File: src/rtl/intersect_finder.sv
// Overlap of the stopped moving block with the last placed block, trimmed to whole units.
// Optional build macro PERFECT_SNAP_EN: near-aligned equal-size stops snap onto the previous block.
module intersect_finder #(
    parameter int unsigned UNIT_W = 8,
    parameter int unsigned X_W    = 9
) (
    input  logic           clk,
    input  logic           resetn,
    input  logic           stop_true,
    input  logic [X_W-1:0] moving_block_start,
    input  logic [3:0]     moving_block_size,
    input  logic [X_W-1:0] prev_block_start,
    input  logic [X_W-1:0] prev_block_end,
    input  logic [3:0]     prev_block_size,
    output logic [X_W-1:0] curr_block_start,
    output logic [X_W-1:0] curr_block_end,
    output logic [3:0]     curr_block_size,
    output logic           intersect_true,
    output logic           done_finding,
    input  logic           reset_done_finding
);

    localparam int unsigned     XW1  = X_W + 1;
    localparam logic [XW1-1:0] UNIT = XW1'(UNIT_W);

    typedef enum logic [2:0] {
        S_IDLE,
        S_CAPTURE,
        S_COMPARE,
        S_DIVIDE,
        S_DONE
    } state_t;

    state_t state, state_next;

    logic [X_W-1:0] mv_start_q;
    logic [XW1-1:0] mv_end1_q;
    logic [X_W-1:0] pv_start_q;
    logic [X_W-1:0] pv_end_q;
    logic [3:0]     pv_size_q;
    logic [X_W-1:0] ov_start_q;
    logic [XW1-1:0] rem_q;
    logic [3:0]     units_q;
`ifdef PERFECT_SNAP_EN
    logic [3:0]     mv_size_q;
    logic [X_W-1:0] start_diff;
`endif

    logic [X_W-1:0] ov_start;
    logic [XW1-1:0] ov_end1;
    logic [XW1-1:0] pv_end1;
    logic [XW1-1:0] width;
    logic [XW1-1:0] rem_next;
    logic [3:0]     units_next;
    logic           div_last;
    logic           snap;

    // Ends are carried exclusive (end + 1) at X_W+1 bits so a zero-width block cannot wrap.
    always_comb begin
        pv_end1  = {1'b0, pv_end_q} + XW1'(1);
        ov_start = mv_start_q;
        ov_end1  = mv_end1_q;
        if (pv_size_q != '0) begin
            if (pv_start_q > mv_start_q) ov_start = pv_start_q;
            if (pv_end1 < mv_end1_q)     ov_end1  = pv_end1;
        end
        width = '0;
        if ({1'b0, ov_start} < ov_end1) width = ov_end1 - {1'b0, ov_start};
        snap = 1'b0;
`ifdef PERFECT_SNAP_EN
        start_diff = (mv_start_q >= pv_start_q) ? (mv_start_q - pv_start_q)
                                                : (pv_start_q - mv_start_q);
        snap = (pv_size_q != '0) && ({1'b0, start_diff} < UNIT) && (mv_size_q == pv_size_q);
`endif
        rem_next   = rem_q - UNIT;
        units_next = units_q + 4'd1;
        div_last   = (rem_next < UNIT) || (units_next == 4'hF);
    end

    always_ff @(posedge clk or negedge resetn) begin
        if (!resetn) state <= S_IDLE;
        else         state <= state_next;
    end

    always_comb begin
        state_next = state;
        case (state)
            S_IDLE:    if (stop_true) state_next = S_CAPTURE;
            S_CAPTURE: state_next = S_COMPARE;
            S_COMPARE: state_next = (snap || width < UNIT) ? S_DONE : S_DIVIDE;
            S_DIVIDE:  if (div_last) state_next = S_DONE;
            S_DONE:    if (reset_done_finding) state_next = S_IDLE;
            default:   state_next = S_IDLE;
        endcase
    end

    always_ff @(posedge clk or negedge resetn) begin
        if (!resetn) begin
            mv_start_q       <= '0;
            mv_end1_q        <= '0;
            pv_start_q       <= '0;
            pv_end_q         <= '0;
            pv_size_q        <= '0;
            ov_start_q       <= '0;
            rem_q            <= '0;
            units_q          <= '0;
`ifdef PERFECT_SNAP_EN
            mv_size_q        <= '0;
`endif
            curr_block_start <= '0;
            curr_block_end   <= '0;
            curr_block_size  <= '0;
            intersect_true   <= 1'b0;
            done_finding     <= 1'b0;
        end else begin
            case (state)
                S_CAPTURE: begin
                    mv_start_q <= moving_block_start;
                    mv_end1_q  <= {1'b0, moving_block_start} + XW1'(moving_block_size) * UNIT;
                    pv_start_q <= prev_block_start;
                    pv_end_q   <= prev_block_end;
                    pv_size_q  <= prev_block_size;
`ifdef PERFECT_SNAP_EN
                    mv_size_q  <= moving_block_size;
`endif
                end
                S_COMPARE: begin
                    if (snap) begin
                        curr_block_start <= pv_start_q;
                        curr_block_end   <= pv_end_q;
                        curr_block_size  <= pv_size_q;
                        intersect_true   <= 1'b1;
                        done_finding     <= 1'b1;
                    end else if (width < UNIT) begin
                        curr_block_start <= '0;
                        curr_block_end   <= '0;
                        curr_block_size  <= '0;
                        intersect_true   <= 1'b0;
                        done_finding     <= 1'b1;
                    end else begin
                        ov_start_q <= ov_start;
                        rem_q      <= width;
                        units_q    <= '0;
                    end
                end
                S_DIVIDE: begin
                    rem_q   <= rem_next;
                    units_q <= units_next;
                    if (div_last) begin
                        curr_block_start <= ov_start_q;
                        curr_block_end   <= X_W'({1'b0, ov_start_q} + XW1'(units_next) * UNIT - XW1'(1));
                        curr_block_size  <= units_next;
                        intersect_true   <= 1'b1;
                        done_finding     <= 1'b1;
                    end
                end
                S_DONE: begin
                    if (reset_done_finding) done_finding <= 1'b0;
                end
                default: ;
            endcase
        end
    end

endmodule

File: config.mk
export PLATFORM = sky130hd
export DESIGN_NAME = intersect_finder
export DESIGN_NICKNAME = d
export VERILOG_FILES = /design/src/rtl/intersect_finder.sv
export SDC_FILE = /design/constraint.sdc
export NUM_CORES = 1
export LEC_CHECK = 0
export BUFFER_PORTS_ARGS = -buffer_cell sky130_fd_sc_hd__buf_2
export CAP_MARGIN = 20
export CORE_UTILIZATION = 40
export CTS_BUF_LIST = sky130_fd_sc_hd__clkbuf_4
export DETAILED_ROUTE_END_ITERATION = 7
export GPL_ROUTABILITY_DRIVEN = 0
export PLACE_DENSITY = 0.55
export SLEW_MARGIN = 30
export SYNTH_ARGS = -nofsm -noshare
export SYNTH_HDL_FRONTEND = slang
export SYNTH_SLANG_ARGS = --single-unit
export TNS_END_PERCENT = 1
File: constraint.sdc
create_clock -name clk -period 7.8 [get_ports clk]
set_clock_uncertainty 0.15 [all_clocks]
set_input_delay 0.39 -clock clk [delete_from_list [all_inputs] [get_ports clk]]
set_output_delay 0.39 -clock clk [all_outputs]
set_load 0.005 [all_outputs]
; ---- Word-level counts from Yosys, hierarchy flattened
; Cells that the tools add are included.
; Widths: inputs -> output; s select.
[totals]
reg_bits = 91
inputBits = 39
output_inout_bits = 24
word_cells = 75
[op_classes]
addsub = 7
n_lt_le_gt_ge = 5
eq_ne = 10
n_mux = 28
bitwise = 1
n_reduce_logical = 10
[ops]
columns = cell, count
row1 = $mux 9, 5
row2 = $mux 10, 4
row3 = $pmux 9 s2, 2
row4 = $lt 10x4->1 const B, 2
row5 = $pmux 10 s2, 1
row6 = $pmux 4 s2, 2
row7 = $pmux 3 s5, 1
row8 = $mux 3, 4
row9 = $mux 4, 3
row10 = $add 9x1->10 const B, 1
row11 = $add 9x7->10, 1
row12 = $lt 10x10->1, 1
row13 = $lt 9x10->1, 1
row14 = $ne 2x2->1 const B, 5
row15 = $sub 10x4->10 const B, 1
row16 = $sub 10x9->10, 1
row17 = $add 9x7->9, 1
row18 = $gt 9x9->1, 1
row19 = $sub 9x1->9 const B, 1
row20 = $eq 3x2->1 const B, 2
row21 = $reduce_and 3->1, 2
row22 = $add 4x1->4 const B, 1
row23 = $eq 4x4->1 const B, 1
row24 = $mux 1, 4
row25 = 12 further kinds, 13

; ---- Logic depth before layout (Yosys ltp)
; Gate-level depths: netlist of the first run.
[logic_depth]
depth_word = 9
mapped_depth = 26

; ---- Worst setup path after synthesis of the first run
; OpenSTA, ideal clock, no wires.
[synth_path]
path_kind = reg-to-reg
start = register pv_end_q[0]
end = register curr_block_end[1]
arrival_ps = 4741
path_slack_ps = 2788
stages_incl_launch_ff = 26
synth_period_minus_slack_ps = 5012
cell_sequence = dfrtp_1 -> ha_1 -> nand2_1 -> nor2_1 -> nand3_1 -> xnor2_1 -> ha_1 -> and4_1 -> o21ai_0 -> a21oi_1 -> or2_2 -> clkbuf_1 -> clkbuf_1 -> nor2_1 -> a21oi_1 -> ha_1 -> buf_6 -> or4_1 -> a2111o_1 -> a22oi_1 -> o211a_1 -> a21o_4 -> and2_4 -> o21ai_4 -> buf_6 -> a22o_1
[synth_between]
elab_chain_len = 9
word_cells_on_any_way = 10
[synth_lines]
columns = item, line
row1 = from (decl), 39  ; logic [X_W-1:0] pv_end_q;
row2 = from (signal assigned), 121  ; pv_end_q <= prev_block_end;
row3 = $add 9x1->10 (*), 60  ; pv_end1 = {1'b0, pv_end_q} + XW1'(1);
row4 = $lt 10x10->1, 65  ; if (pv_end1 < mv_end1_q) ov_end1 = pv_end1;
row5 = $mux 10 (*), 65
row6 = $mux 10 (*), 63  ; if (pv_size_q != '0) begin
row7 = $sub 10x9->10 or $lt 9x10->1 (tied branches), 68  ; if ({1'b0, ov_start} < ov_end1) width = ov_end1 - {1'b0, ov_start};
row8 = $mux 10 (*), 68
row9 = $lt 10x4->1 (*), 134  ; end else if (width < UNIT) begin
row10 = $ne 2x2->1 (no source line) (*), -
row11 = $reduce_and 3->1 (no source line) (*), -
row12 = to (signal assigned), 130  ; curr_block_end <= pv_end_q;
row13 = to (signal assigned), 151  ; curr_block_end <= X_W'({1'b0, ov_start_q} + XW1'(units_next) * UNIT - XW1'(1));
row14 = to (decl), 16  ; output logic [X_W-1:0] curr_block_end,
; Every way passes the cells marked *; elsewhere a longest branch is shown, timed or not.
; A chain may end at the register's enable or synchronous reset.

; ---- Worst setup path in the final report of the first run
[layout_path]
start = register pv_end_q[0]
end = register rem_q[6]
[layout_between]
elab_chain_len = 9
word_cells_on_any_way = 12
[layout_lines]
columns = item, line
row1 = $add 9x1->10 (*), 60
row2 = $lt 10x10->1, 65
row3 = $mux 10 (*), 65
row4 = $mux 10 (*), 63
row5 = $sub 10x9->10 or $lt 9x10->1 (tied branches), 68
row6 = $mux 10 (*), 68
row7 = $lt 10x4->1, 134
row8 = $ne 2x2->1 (no source line), -
row9 = $reduce_and 2->1 (no source line), -
row10 = to (signal assigned), 142  ; rem_q <= width;
row11 = to (signal assigned), 147  ; rem_q <= rem_next;
row12 = to (decl), 42  ; logic [XW1-1:0] rem_q;
; Every way passes the cells marked *; elsewhere a longest branch is shown, timed or not. The select of a mux whose other input is x is not followed.

==> results.cfg, run 1 <==
[status]
status = finished, final reports clean

[clocking]
clkLatencyLatePin_ps = 460
cts_buffers = 9
cts_sinks = 85
clk_path_buf_depth = 2
cts_tree = built
htreeDepth = 3
clk_pin_slew_ps = 130
root_buffer = clkbuf_4

[logic_synthesis]
synthArstFlopShare = 1.00
yosys.area.top_type_share = 0.407
ys.flop_type = dfrtp_1
synthTopCellsByCount = nand2_1, dfrtp_1, ha_1, inv_1, nor2_1
synth-edff-count = 0
synthesis.nets = 659
yosysWarnings = 0
avgSynthCellArea_um2 = 9.14
synth-seq-cells = 85
syn_inst = 572
synth_top_area_cell = dfrtp_1
syn_area_um2 = 5230
yosys-top-cells-area = dfrtp_1, ha_1, nand2_1
synth.distinct_cells = 61
yosysMostFrequentCell = nand2_1
ys_seq_area_frac = 0.407

[setup_path]
path_class = flip-flop to flip-flop
cpMostUsedCell = ha_1
worstSetupStartpointType = flip-flop
crit_fanout = 23
crit_chain = ha_1, nand2_1, nor2_1, nand3_1, xnor2_1, ha_1, and4_1, o21ai_0, a21oi_1, or2_2, mux2_2, ha_1, nor2b_1, o31a_1, o31ai_1, a22oi_1, o211a_1, a21o_4, a21oi_4, nor2_1, a221o_1
rrSetupSlack_ps = 2080
endpoint_kind = flip-flop
required_ps = 8010
slowest_stage = a21oi_4
arrival_ps = 5930
cp_slowest_stage_delay_ps = 470

[layout]
syn2layout_area_growth_pct = 15.9
multi_input_comb_area_um2 = 2820
finalNetCount = 743
drive_above_1_share = 0.138
seqCellArea_um2 = 2130
nFillCells = 1307
antenna_cells = 0
fin_cells = 830

[placement]
hpwl_um = 9100
io_buffers = 62
dp.cells = 787

[sta]
worst_pin_slew_ps = 771
relSlewSlack = 0.486
fmax_mhz = 175
final_max_slew_viol_count = 0
period_needed_ps = 5720
setup_tns_ps = 0
setup_viol = 0
rsz0062_at_grt = no
finalHoldViolations = 0
final.period_utilization = 0.733

[floorplan]
rows = 41
dieArea_um2 = 13500
die_height_um = 116
die_w_um = 116
start_util = 0.413
ios = 63
design.core.area_um2 = 12700

[route]
finalWirelength_um = 12200
drtIter0Drc = 194
vias = 4276
drc = 0
first_pass_iters = 4
routed_via_density = 5.15
wl_per_cell_um = 14.7
ant_nets = 0

[grt]
grt.total_usage = 0.201
grt_max_degree = 86
grt_pass1_vias = 4246
grt_pass1_wl_um = 20500
antenna_found_initial = 0
grt_overflow = 0

[run]
max_cap_viol_count = 0

[hold_path]
min_path_type = input port to flip-flop
[critical path, delay by kind of cell, from the launching register on]
family	cells	cell delay, ps
AOI/OAI and AO/OA	9	2330
xor gates and xnor gates	1	220
adders and majority gates	3	800
DFF	1	450
muxes	1	320
and+or+nand+nor	7	1360
[path summary, 6_finish.rpt]
kind / end / depth (start not counted) / start
max in group asynchronous: rem_q[5] / 2 / resetn
setup reg to reg: rem_q[6] / 21 / pv_end_q[0]
min in group asynchronous: intersect_true / 2 / resetn
hold / removal: mv_start_q[7] / 3 / moving_block_start[7]
setup / recovery: rem_q[6] / 21 / pv_end_q[0]
hold reg to reg: pv_size_q[1] / 2 / pv_size_q[1]
[routing by layer]
| metal | vias up | wire, um | share of wire | track usage |
|---|---|---|---|---|
| met3 | 12 | 451 | 0.037 | 0.0524 |
| met1 | 2030 | 5610 | 0.46 | 0.240 |
| li1 | 2158 | - | - | - |
| met2 | 76 | 6040 | 0.49 | 0.351 |
| met5 | - | 0 | 0 | 0 |
| met4 | 0 | 138 | 0.011 | 0.0624 |
[area by class of cell]
type,instances,area share
Multi-Input combinational cell,420,0.466
Sequential cell,85,0.351
Timing Repair Buffer,94,0.104
Tap cell,172,0.0355
Inverter,46,0.0285
Clock buffer,10,0.0124
Clock inverter,3,0.00268
[per-stage QoR]
stage | util | hold slack, ps | area, um2 | setup slack, ps
after floorplan | - | -55.6 | 5230 | 2790
after global placement | 0.447 | 304 | 5660 | 2450
after detailed placement | 0.447 | 306 | 5670 | 2160
after CTS | 0.477 | 5.47 | 6040 | 2140
after global routing | 0.478 | 12.5 | 6060 | 1710
final | 0.478 | 47.3 | 6060 | 2080
[flip-flops by register name, summed over array words and instances, names as in the netlist, 3 cells and up]
signal,cells
mv_start_q,9
ov_start_q,9
pv_size_q,4
curr_block_end,9
rem_q,7
pv_end_q,9
curr_block_start,9
units_q,4
state,3
curr_block_size,4
pv_start_q,9
mv_end1_q,7
[kinds of logic after synthesis]
kind of cell	after synthesis	share of synthesized area
xor+xnor	24	0.0402
mux	14	0.0280
flops	85	0.407
simple gates	193	0.165
compound gates	141	0.189
fa+ha+maj	48	0.118
buf+inv	67	0.0541
[what timing repair did]
item / 4_1_cts / 5_1_grt
hold buffers: 28 / 2
resized for setup: 0 / 0
hold endpoints to repair: 113 / 2
buffers inserted: 0 / 0
[cells in the final DEF, fill, tap and decap left out, drive strengths merged, types with 3 or more instances in the layout]
cell | synthesis | layout
nor2 | 33 | 33
and2 | 5 | 5
o22ai | 5 | 5
xor2 | 8 | 8
nor3 | 6 | 6
nor2b | 6 | 6
inv | 46 | 46
dfrtp | 85 | 85
a21o | 11 | 11
a22o | 16 | 16
and3 | 4 | 4
o21a | 7 | 7
nand2b | 5 | 5
ha | 46 | 46
nand2 | 105 | 105
dlygate4sd3 | 0 | 30
o211ai | 5 | 5
xnor2 | 16 | 16
a21oi | 33 | 33
a22oi | 3 | 3
and4 | 3 | 3
clkbuf | 16 | 10
buf | 5 | 64
or3 | 3 | 3
mux2i | 9 | 9
mux2 | 5 | 5
nand3 | 12 | 12
o21ai | 33 | 33
o2bb2ai | 4 | 4
a211oi | 4 | 4
Power of run 1 is left out: the tool's default activity adds up to more than one toggle a clock period on the data nets, which glitch-free logic cannot reach.
==> inputs of run 2 (changes only) <==
PLACE_DENSITY = 0.58   (was 0.55)
clock period = 5.1 ns   (was 7.8 ns; I/O delays follow)
==> results.cfg, run 2 (synthesis results as in run 1) <==
[status]
status = finished, final reports clean

[floorplan]
die_w_um = 116
dieArea_um2 = 13500
ios = 63
die_height_um = 116
start_util = 0.413
design.core.area_um2 = 12700
rows = 41

[sta]
setup_tns_ps = 0
hold-worst-slack_ps = 89.8
fmax_mhz = 202
final.period_utilization = 0.969
finalHoldViolations = 0
period_needed_ps = 4940
relSlewSlack = 0.493
worst_pin_slew_ps = 760
final_max_slew_viol_count = 0
setup_viol = 0

[setup_path]
path_class = flip-flop to flip-flop
rrSetupSlack_ps = 160
crit_fanout = 6
arrival_ps = 5170
worstSetupStartpointType = flip-flop
r2r-end = rem_q[6]
cp-startpoint = pv_end_q[0]
endpoint_kind = flip-flop
worstRegToRegCells = 19
r2r_start = pv_end_q[0]
required_ps = 5330

[clocking]
cts_tree = built
clk_path_buf_depth = 2
cts_sinks = 85
clk_pin_slew_ps = 130
root_buffer = clkbuf_4
cts_buffers = 9
htreeDepth = 3
clkLatencyLatePin_ps = 480

[grt]
grt_pass1_vias = 4298
grt_pass1_wl_um = 20600
grt_max_degree = 49
antenna_found_initial = 0
grt_overflow = 0
grt.total_usage = 0.198

[route]
drc = 0
vias = 4429
first_pass_iters = 5
drtIter0Drc = 177
ant_nets = 0
wl_per_cell_um = 14.4
routed_via_density = 5.14
finalWirelength_um = 12400

[placement]
io_buffers = 62
hpwl_um = 9190

[layout]
final_common_cell = nand2_1
drive_above_1_share = 0.197
antenna_cells = 0
syn2layout_area_growth_pct = 23.3
final_cell_mix = nand2_1, dfrtp_1, buf_2
finalNetCount = 771
nFillCells = 1223

[hold_path]
min_path_type = input port to flip-flop
min_path_cells = 4
worstHoldStart = moving_block_size[3]
min_to = mv_end1_q[9]

[run]
max_cap_viol_count = 0
## run 2: repair_timing
item	4_1_cts	5_1_grt
setup endpoints to repair	22	46
gates cloned	0	1
setup buffers	1	8
resized for setup	1	23
hold buffers	34	0
hold endpoints to repair	78	0
pin swaps	0	11
## run 2: layout make-up
type,count,area (um2),area share
multi-input combinational,421,2920,0.453
sequential,85,2130,0.330
timing repair buffer,121,857,0.133
tap,172,215,0.0334
inverter,46,173,0.0268
clock buffer,11,82.6,0.0128
clock inverter,5,75.1,0.0116
## run 2: worst max path at each step
| stage | endpoint | slack, ps | cells past startpoint |
|---|---|---|---|
| CTS | rem_q[6] | 50 | 21 |
| floorplan | curr_block_end[1] | 90 | 25 |
| global placement | rem_q[6] | 110 | 21 |
| finish | rem_q[6] | 160 | 19 |
| detailed placement | rem_q[6] | -70 | 21 |
| global route | rem_q[6] | -30 | 21 |
## run 2: per-layer routing
metal  up-vias  wire length [um]  GRT usage  part of all wire
met5         -                 0          0                 0
met4         0               195     0.0607             0.016
met3        15               483     0.0514             0.039
met2       100              5960      0.336              0.48
met1      2100              5790      0.247              0.47
li1       2214                 -          -                 -
## run 2: critical path: stages, from the launching register on
cell	delay, ps
dfrtp_1	410
buf_4	160
and3_1	160
and4_4	210
and3_1	200
ha_1	290
o21ai_0	80
o211ai_1	370
or2_4	240
mux2_2	330
ha_1	280
nor2b_2	180
o31a_1	380
o31ai_4	240
a22oi_1	140
o211a_1	140
a21o_4	210
a21oi_4	260
nor2_4	70
a221o_1	340
## run 2: metrics by stage
step                      instance area, um2  instances  setup WS, ps  utilization
after floorplan                         5230        572          88.1            -
after global placement                  5780        801           112        0.456
after detailed placement                5780        801         -69.0        0.456
after CTS                               6290        852          52.7        0.497
after global routing                    6450        861         -28.6        0.509
final                                   6450        861           160        0.509
Power of run 2 is left out for the same reason.
